--- src/rtl/run_arbiter.sv ---
// ============================================================================
// Module   : run_arbiter
// Merges two run_finder streams into one valid/ready token stream, with a
// line/frame barrier. Optional build macro: RUN_ARB_RR_EN (round-robin grant).
// Revision : 1.0 - initial release
// ============================================================================
`default_nettype none

module run_arbiter #(
  parameter int DEPTH = 8,
  parameter int W     = 11
) (
  input  logic         clk,
  input  logic         rst_n,
  input  logic [W-1:0] ch0_run_start,
  input  logic [W-1:0] ch0_run_end,
  input  logic         ch0_new_run,
  input  logic         ch0_end_line,
  input  logic         ch0_end_frame,
  input  logic [W-1:0] ch1_run_start,
  input  logic [W-1:0] ch1_run_end,
  input  logic         ch1_new_run,
  input  logic         ch1_end_line,
  input  logic         ch1_end_frame,
  output logic         out_valid,
  input  logic         out_ready,
  output logic         out_chan,
  output logic         out_has_run,
  output logic [W-1:0] out_start,
  output logic [W-1:0] out_end,
  output logic         out_eol,
  output logic         out_eof,
  output logic [1:0]   ovf,
  output logic         desync
);

  localparam int AW = $clog2(DEPTH);
  localparam int TW = 2*W + 3;

  typedef enum logic [1:0] {
    ST_ARB   = 2'd0,
    ST_SYNC0 = 2'd1,
    ST_SYNC1 = 2'd2
  } state_t;

  // Token layout: {start, end, has_run, eol, eof}
  logic [TW-1:0] in_tok [2];
  logic [TW-1:0] head   [2];
  logic [1:0]    wr;
  logic [1:0]    pop;
  logic [1:0]    full;
  logic [1:0]    nonempty;
  logic [1:0]    ovf_ev;

  assign in_tok[0] = {ch0_run_start, ch0_run_end, ch0_new_run, ch0_end_line, ch0_end_frame};
  assign in_tok[1] = {ch1_run_start, ch1_run_end, ch1_new_run, ch1_end_line, ch1_end_frame};
  assign wr[0]     = ch0_new_run | ch0_end_line | ch0_end_frame;
  assign wr[1]     = ch1_new_run | ch1_end_line | ch1_end_frame;

  for (genvar k = 0; k < 2; k++) begin : g_fifo
    logic [TW-1:0] mem [DEPTH];
    logic [AW-1:0] wptr;
    logic [AW-1:0] rptr;
    logic [AW:0]   cnt;
    logic          accept;

    assign full[k]     = (cnt == (AW+1)'(DEPTH));
    assign nonempty[k] = (cnt != '0);
    // A simultaneous pop frees the slot, so a full FIFO still takes the write.
    assign accept      = wr[k] & (~full[k] | pop[k]);
    assign ovf_ev[k]   = wr[k] & full[k] & ~pop[k];
    assign head[k]     = mem[rptr];

    always_ff @(posedge clk or negedge rst_n) begin
      if (!rst_n) begin
        wptr <= '0;
        rptr <= '0;
        cnt  <= '0;
      end else begin
        if (accept) wptr <= wptr + AW'(1);
        if (pop[k]) rptr <= rptr + AW'(1);
        cnt <= cnt + {{AW{1'b0}}, accept} - {{AW{1'b0}}, pop[k]};
      end
    end

    always_ff @(posedge clk) begin
      if (accept) mem[wptr] <= in_tok[k];
    end
  end

  logic [1:0] h_eof;
  logic [1:0] h_eol;
  logic [1:0] h_run;
  logic [1:0] elig;

  assign h_eof = {head[1][0], head[0][0]};
  assign h_eol = {head[1][1], head[0][1]};
  assign h_run = {head[1][2], head[0][2]};
  assign elig  = nonempty & ~(h_eol | h_eof);

  state_t        state;
  state_t        state_nx;
  logic          locked;
  logic          lock_chan;
  logic          sav_eol;
  logic          sav_eof;
  logic          gnt;
  logic          valid;
  logic          chan;
  logic          eol_o;
  logic          eof_o;
  logic          desync_set;
  logic          eof_xfer;
  logic [TW-1:0] sel_tok;

`ifdef RUN_ARB_RR_EN
  logic rr_ptr;

  always_ff @(posedge clk or negedge rst_n) begin
    if (!rst_n) begin
      rr_ptr <= 1'b0;
    end else if (state == ST_ARB && valid && out_ready) begin
      rr_ptr <= ~gnt;
    end
  end

  always_comb begin
    gnt = 1'b0;
    if (locked)             gnt = lock_chan;
    else if (elig == 2'b11) gnt = rr_ptr;
    else                    gnt = ~elig[0];
  end
`else
  always_comb begin
    gnt = 1'b0;
    if (locked) gnt = lock_chan;
    else        gnt = ~elig[0];
  end
`endif

  always_comb begin
    state_nx   = state;
    pop        = 2'b00;
    valid      = 1'b0;
    chan       = 1'b0;
    eol_o      = 1'b0;
    eof_o      = 1'b0;
    desync_set = 1'b0;
    case (state)
      ST_ARB: begin
        if (elig != 2'b00) begin
          valid    = 1'b1;
          chan     = gnt;
          pop[gnt] = out_ready;
        end else if (nonempty == 2'b11) begin
          state_nx   = ST_SYNC0;
          desync_set = h_eof[0] ^ h_eof[1];
        end
      end
      ST_SYNC0: begin
        if (h_run[0]) begin
          valid = 1'b1;
          if (out_ready) begin
            pop[0]   = 1'b1;
            state_nx = ST_SYNC1;
          end
        end else begin
          // Bare marker on channel 0: consume it silently.
          pop[0]   = 1'b1;
          state_nx = ST_SYNC1;
        end
      end
      ST_SYNC1: begin
        valid = 1'b1;
        chan  = 1'b1;
        eol_o = sav_eol | h_eol[1];
        eof_o = sav_eof | h_eof[1];
        if (out_ready) begin
          pop[1]   = 1'b1;
          state_nx = ST_ARB;
        end
      end
      default: state_nx = ST_ARB;
    endcase
  end

  assign sel_tok     = head[chan];
  assign out_valid   = valid;
  assign out_chan    = valid & chan;
  assign out_has_run = valid & sel_tok[2];
  assign out_start   = valid ? sel_tok[TW-1 -: W] : '0;
  assign out_end     = valid ? sel_tok[W+2 -: W]  : '0;
  assign out_eol     = valid & eol_o;
  assign out_eof     = valid & eof_o;
  assign eof_xfer    = valid & out_ready & eof_o;

  always_ff @(posedge clk or negedge rst_n) begin
    if (!rst_n) begin
      state     <= ST_ARB;
      locked    <= 1'b0;
      lock_chan <= 1'b0;
      sav_eol   <= 1'b0;
      sav_eof   <= 1'b0;
      ovf       <= 2'b00;
      desync    <= 1'b0;
    end else begin
      state     <= state_nx;
      locked    <= valid & ~out_ready;
      lock_chan <= chan;
      if (state == ST_SYNC0) begin
        sav_eol <= h_eol[0];
        sav_eof <= h_eof[0];
      end
      // A new event in the clearing cycle still sets the flag.
      ovf    <= (eof_xfer ? 2'b00 : ovf) | ovf_ev;
      desync <= (eof_xfer ? 1'b0 : desync) | desync_set;
    end
  end

endmodule

`default_nettype wire

--- config.mk ---
export PLATFORM = sky130hd
export DESIGN_NAME = run_arbiter
export DESIGN_NICKNAME = d
export VERILOG_FILES = /design/src/rtl/run_arbiter.sv
export SDC_FILE = /design/constraint.sdc
export NUM_CORES = 1
export LEC_CHECK = 0
export ABC_AREA = 1
export BUFFER_PORTS_ARGS = -buffer_cell sky130_fd_sc_hd__buf_2
export CORE_MARGIN = 2
export CORE_UTILIZATION = 29
export DETAILED_ROUTE_END_ITERATION = 8
export GPL_ROUTABILITY_DRIVEN = 0
export PLACE_DENSITY = 0.42
export SYNTH_ARGS = -nofsm -noshare
export SYNTH_HDL_FRONTEND = slang
export SYNTH_SLANG_ARGS = --single-unit
--- constraint.sdc ---
create_clock -name clk -period 3.9 [get_ports clk]
set_input_delay 0.585 -clock clk [delete_from_list [all_inputs] [get_ports clk]]
set_output_delay 0.585 -clock clk [all_outputs]
set_load 0.02 [all_outputs]
==> flow_metrics.env <==
export IMPL_status="complete, no violations"
export IMPL_post_place_cells=2183
export IMPL_vias=10900
export IMPL_die_y_um=249
export IMPL_pre_cts_ws_ns=0.639
export IMPL_synth_warnings=0
export IMPL_grt_first_pass_wirelength_mm=71.0
export IMPL_drt_total_wl_mm=47.2
export IMPL_drt_first_pass_iters=5
export IMPL_min_period_ns=3.72
export IMPL_die_area_um2=62000
export IMPL_cts_htree_levels=2
export IMPL_numCtsBuffers=49
export IMPL_start_kind="flip-flop"
export IMPL_die_w_um=249
export IMPL_slowest_delay_ns=0.37
export IMPL_reg2reg_slack_ns=0.77
export IMPL_cp_required_ns=3.31
export IMPL_ioPinCount=83
export IMPL_cts_setup_buffers=0
export IMPL_layout_drive_gt1_share_pct=15.0
export IMPL_hold_path_class="primary input to async pin"
export IMPL_hold_viol=0
export IMPL_skew_ns=0.0266
export IMPL_cts_root_buf="clkbuf_16"
export IMPL_grt_usage_pct=15.2
export IMPL_clk_pin_slew_ns=0.06
export IMPL_grt_overflow=0
export IMPL_crit_path_top_delay_cell="dfrtp_1"
export IMPL_ys_types=29
export IMPL_clock_sinks=429
export IMPL_setup_violations_final=0
export IMPL_critical_path_class="flip-flop to output port"
export IMPL_synth_cells=1378
export IMPL_cts_hold_buf=0
export IMPL_cts_tree="yes"
export IMPL_cp_end_kind="output port"
export IMPL_grt_pass1_vias=10800
export IMPL_layout_common_cells="edfxtp_1 (400), o21ai_0 (218), nor2_1 (217)"
export IMPL_syn_avg_cell_area_um2=12.6
export IMPL_drc_errors=0
export IMPL_grt_max_degree=91
export IMPL_area_growth_pct=16.4
export IMPL_max_freq_mhz=269
export IMPL_wl_per_cell_um=20.8
export IMPL_synthesis_area_um2=17400
export IMPL_cp_arrival_ns=3.14
export IMPL_syn_num_nets=1447
export IMPL_fin_crit_sh_pct=95.4
export IMPL_routed_via_density=4.79
export IMPL_final_cells=2270
export IMPL_ir_drop_v=0.000452
export IMPL_dpl_hpwl_mm=26.9
export IMPL_maxCapViolations=0
export IMPL_fin_nets=1530
export IMPL_cts_resized=1
export IMPL_ys_seq_area_share_pct=73.1
export IMPL_num_rows=89
export IMPL_io_buffers=82
export IMPL_placed_cell_area_um2=18800
export IMPL_p_leak_nw=7.04
export IMPL_power_density_nw_per_um2=898
export IMPL_core_area_um2=59200
export IMPL_path_max_fanout=21
export IMPL_worst_slew_pin_transition_ns=1.06
export IMPL_finalInstanceArea_um2=20300
export IMPL_ant_nets=0
export IMPL_rsz0062_at_grt="true"
export IMPL_layout_commonest_cell="edfxtp_1"
export IMPL_worst_slack_ns=0.180
export IMPL_antenna_found_initial=7
export IMPL_worstSkewPairLatency_ns=0.60
export IMPL_clockBufferDepth=3
export IMPL_reg2reg_depth=11
export IMPL_drt_initial_drc_count=867
export IMPL_fillCellCount=5879
export IMPL_finalMaxSlewViolations=0
export IMPL_slew_headroom_pct=29.1
export IMPL_start_util_pct=29.4
export IMPL_worstPathCellList="buf_4 -> inv_1 -> nand3_1 -> nand3_1 -> nand2_1 -> nand3_1 -> nand2_2 -> nand3_2 -> nand2_4 -> buf_6 -> nand2_1 -> nand2_1 -> a21oi_1 -> buf_2"
export IMPL_synth_seq_cells=429
==> sequential cells by signal, summed over array words and instances (netlist names) <==
register     flops
g_fifo.wptr      6
g_fifo.cnt       8
g_fifo.rptr      6
desync           1
sav_eof          1
sav_eol          1
lock_chan        1
ovf              2
g_fifo.mem     400
state            2
locked           1
==> synth_stat cells (all sizes together) <==
master	count	area, µm²
edfxtp	400	12000
o21ai	259	1300
nor2	233	875
nand2	135	539
inv	62	233
clkbuf	52	195
o221ai	48	420
nand3	43	235
buf	30	184
dfrtp	29	726
a21oi	25	163
o22ai	23	144
ha	14	175
xnor2	6	52.6
o211ai	5	37.5
xor2	5	43.8
nand4	3	18.8
nor3	3	15.0
fa	2	40.0
nand3b	1	11.3
==> power by group <==
| group | total (mW) | switching [mW] | internal, mW | leakage (nW) |
|---|---|---|---|---|
| sequential | 6.72 | 0.381 | 6.34 | 4.00 |
| combinational | 7.18 | 5.23 | 1.94 | 2.31 |
| clock | 4.31 | 1.83 | 2.48 | 0.724 |
| total | 18.2 | 7.44 | 10.8 | 7.04 |
==> path summary, 6_finish.rpt <==
kind                                                from                        endpoint
setup / recovery           g_fifo[1].rptr[1]$_DFFE_PN0N_                    out_start[3]
setup reg to reg           g_fifo[1].rptr[1]$_DFFE_PN0N_   g_fifo[1].mem[5][8]$_DFFE_PP_
min in group clk                         ch1_run_end[10]  g_fifo[1].mem[5][13]$_DFFE_PP_
hold reg to reg                      sav_eol$_DFFE_PN0P_             sav_eol$_DFFE_PN0P_
max in group asynchronous                          rst_n   g_fifo[0].rptr[0]$_DFFE_PN0N_
hold / removal                                     rst_n   g_fifo[0].wptr[0]$_DFFE_PN0P_
==> worst max-delay path: cells and delay by family (launching register included) <==
kind                   cells  cell delay (ns)
AND/OR/NAND/NOR            9             0.98
flip-flops                 1             0.37
buffers and inverters      4             0.93
AO/OA/AOI/OAI              1             0.27
==> stage by stage <==
stage | utilization (%) | power (mW) | hold WS (ns) | TNS (ns)
6_report | 34.2 | 18.2 | 0.0590 | 0
5_1_grt | 34.2 | 19.4 | 0.0830 | -0.00645
4_1_cts | 34.2 | 18.5 | 0.0502 | 0
3_5_place_dp | 31.7 | 14.1 | 0.490 | 0
3_3_place_gp | 31.7 | 14.1 | 0.479 | 0
2_1_floorplan | - | 11.4 | 0.289 | 0
==> area by class of cell <==
class                           count  area [µm²]  area share [%]
Antenna cell                        1        2.50          0.0123
Tap cell                          773         967            4.77
Clock inverter                     21         174           0.858
Multi-Input combinational cell    805        4150            20.4
Timing Repair Buffer              114         703            3.47
Inverter                           62         238            1.17
Clock buffer                       65        1310            6.45
Sequential cell                   429       12700            62.8
==> logic make-up after synthesis <==
kind of cell | count (synthesis) | synth area share (%)
flip-flops | 429 | 73.1
AND/OR/NAND/NOR | 418 | 9.73
AO/OA/AOI/OAI | 360 | 11.8
buffers and inverters | 144 | 3.51
XOR/XNOR | 11 | 0.553
adder cells (fa/ha/maj) | 16 | 1.24
==> metal layers <==
layer / track usage [%] / part of all wire (%) / vias up
met5: 0 / 0.14 / -
met4: 3.56 / 1.9 / 10
met3: 3.45 / 4.3 / 72
met2: 24.6 / 47 / 181
met1: 20.7 / 46 / 5429
li1: - / - / 5180
Note: power is estimated with default switching activity, not from simulation.
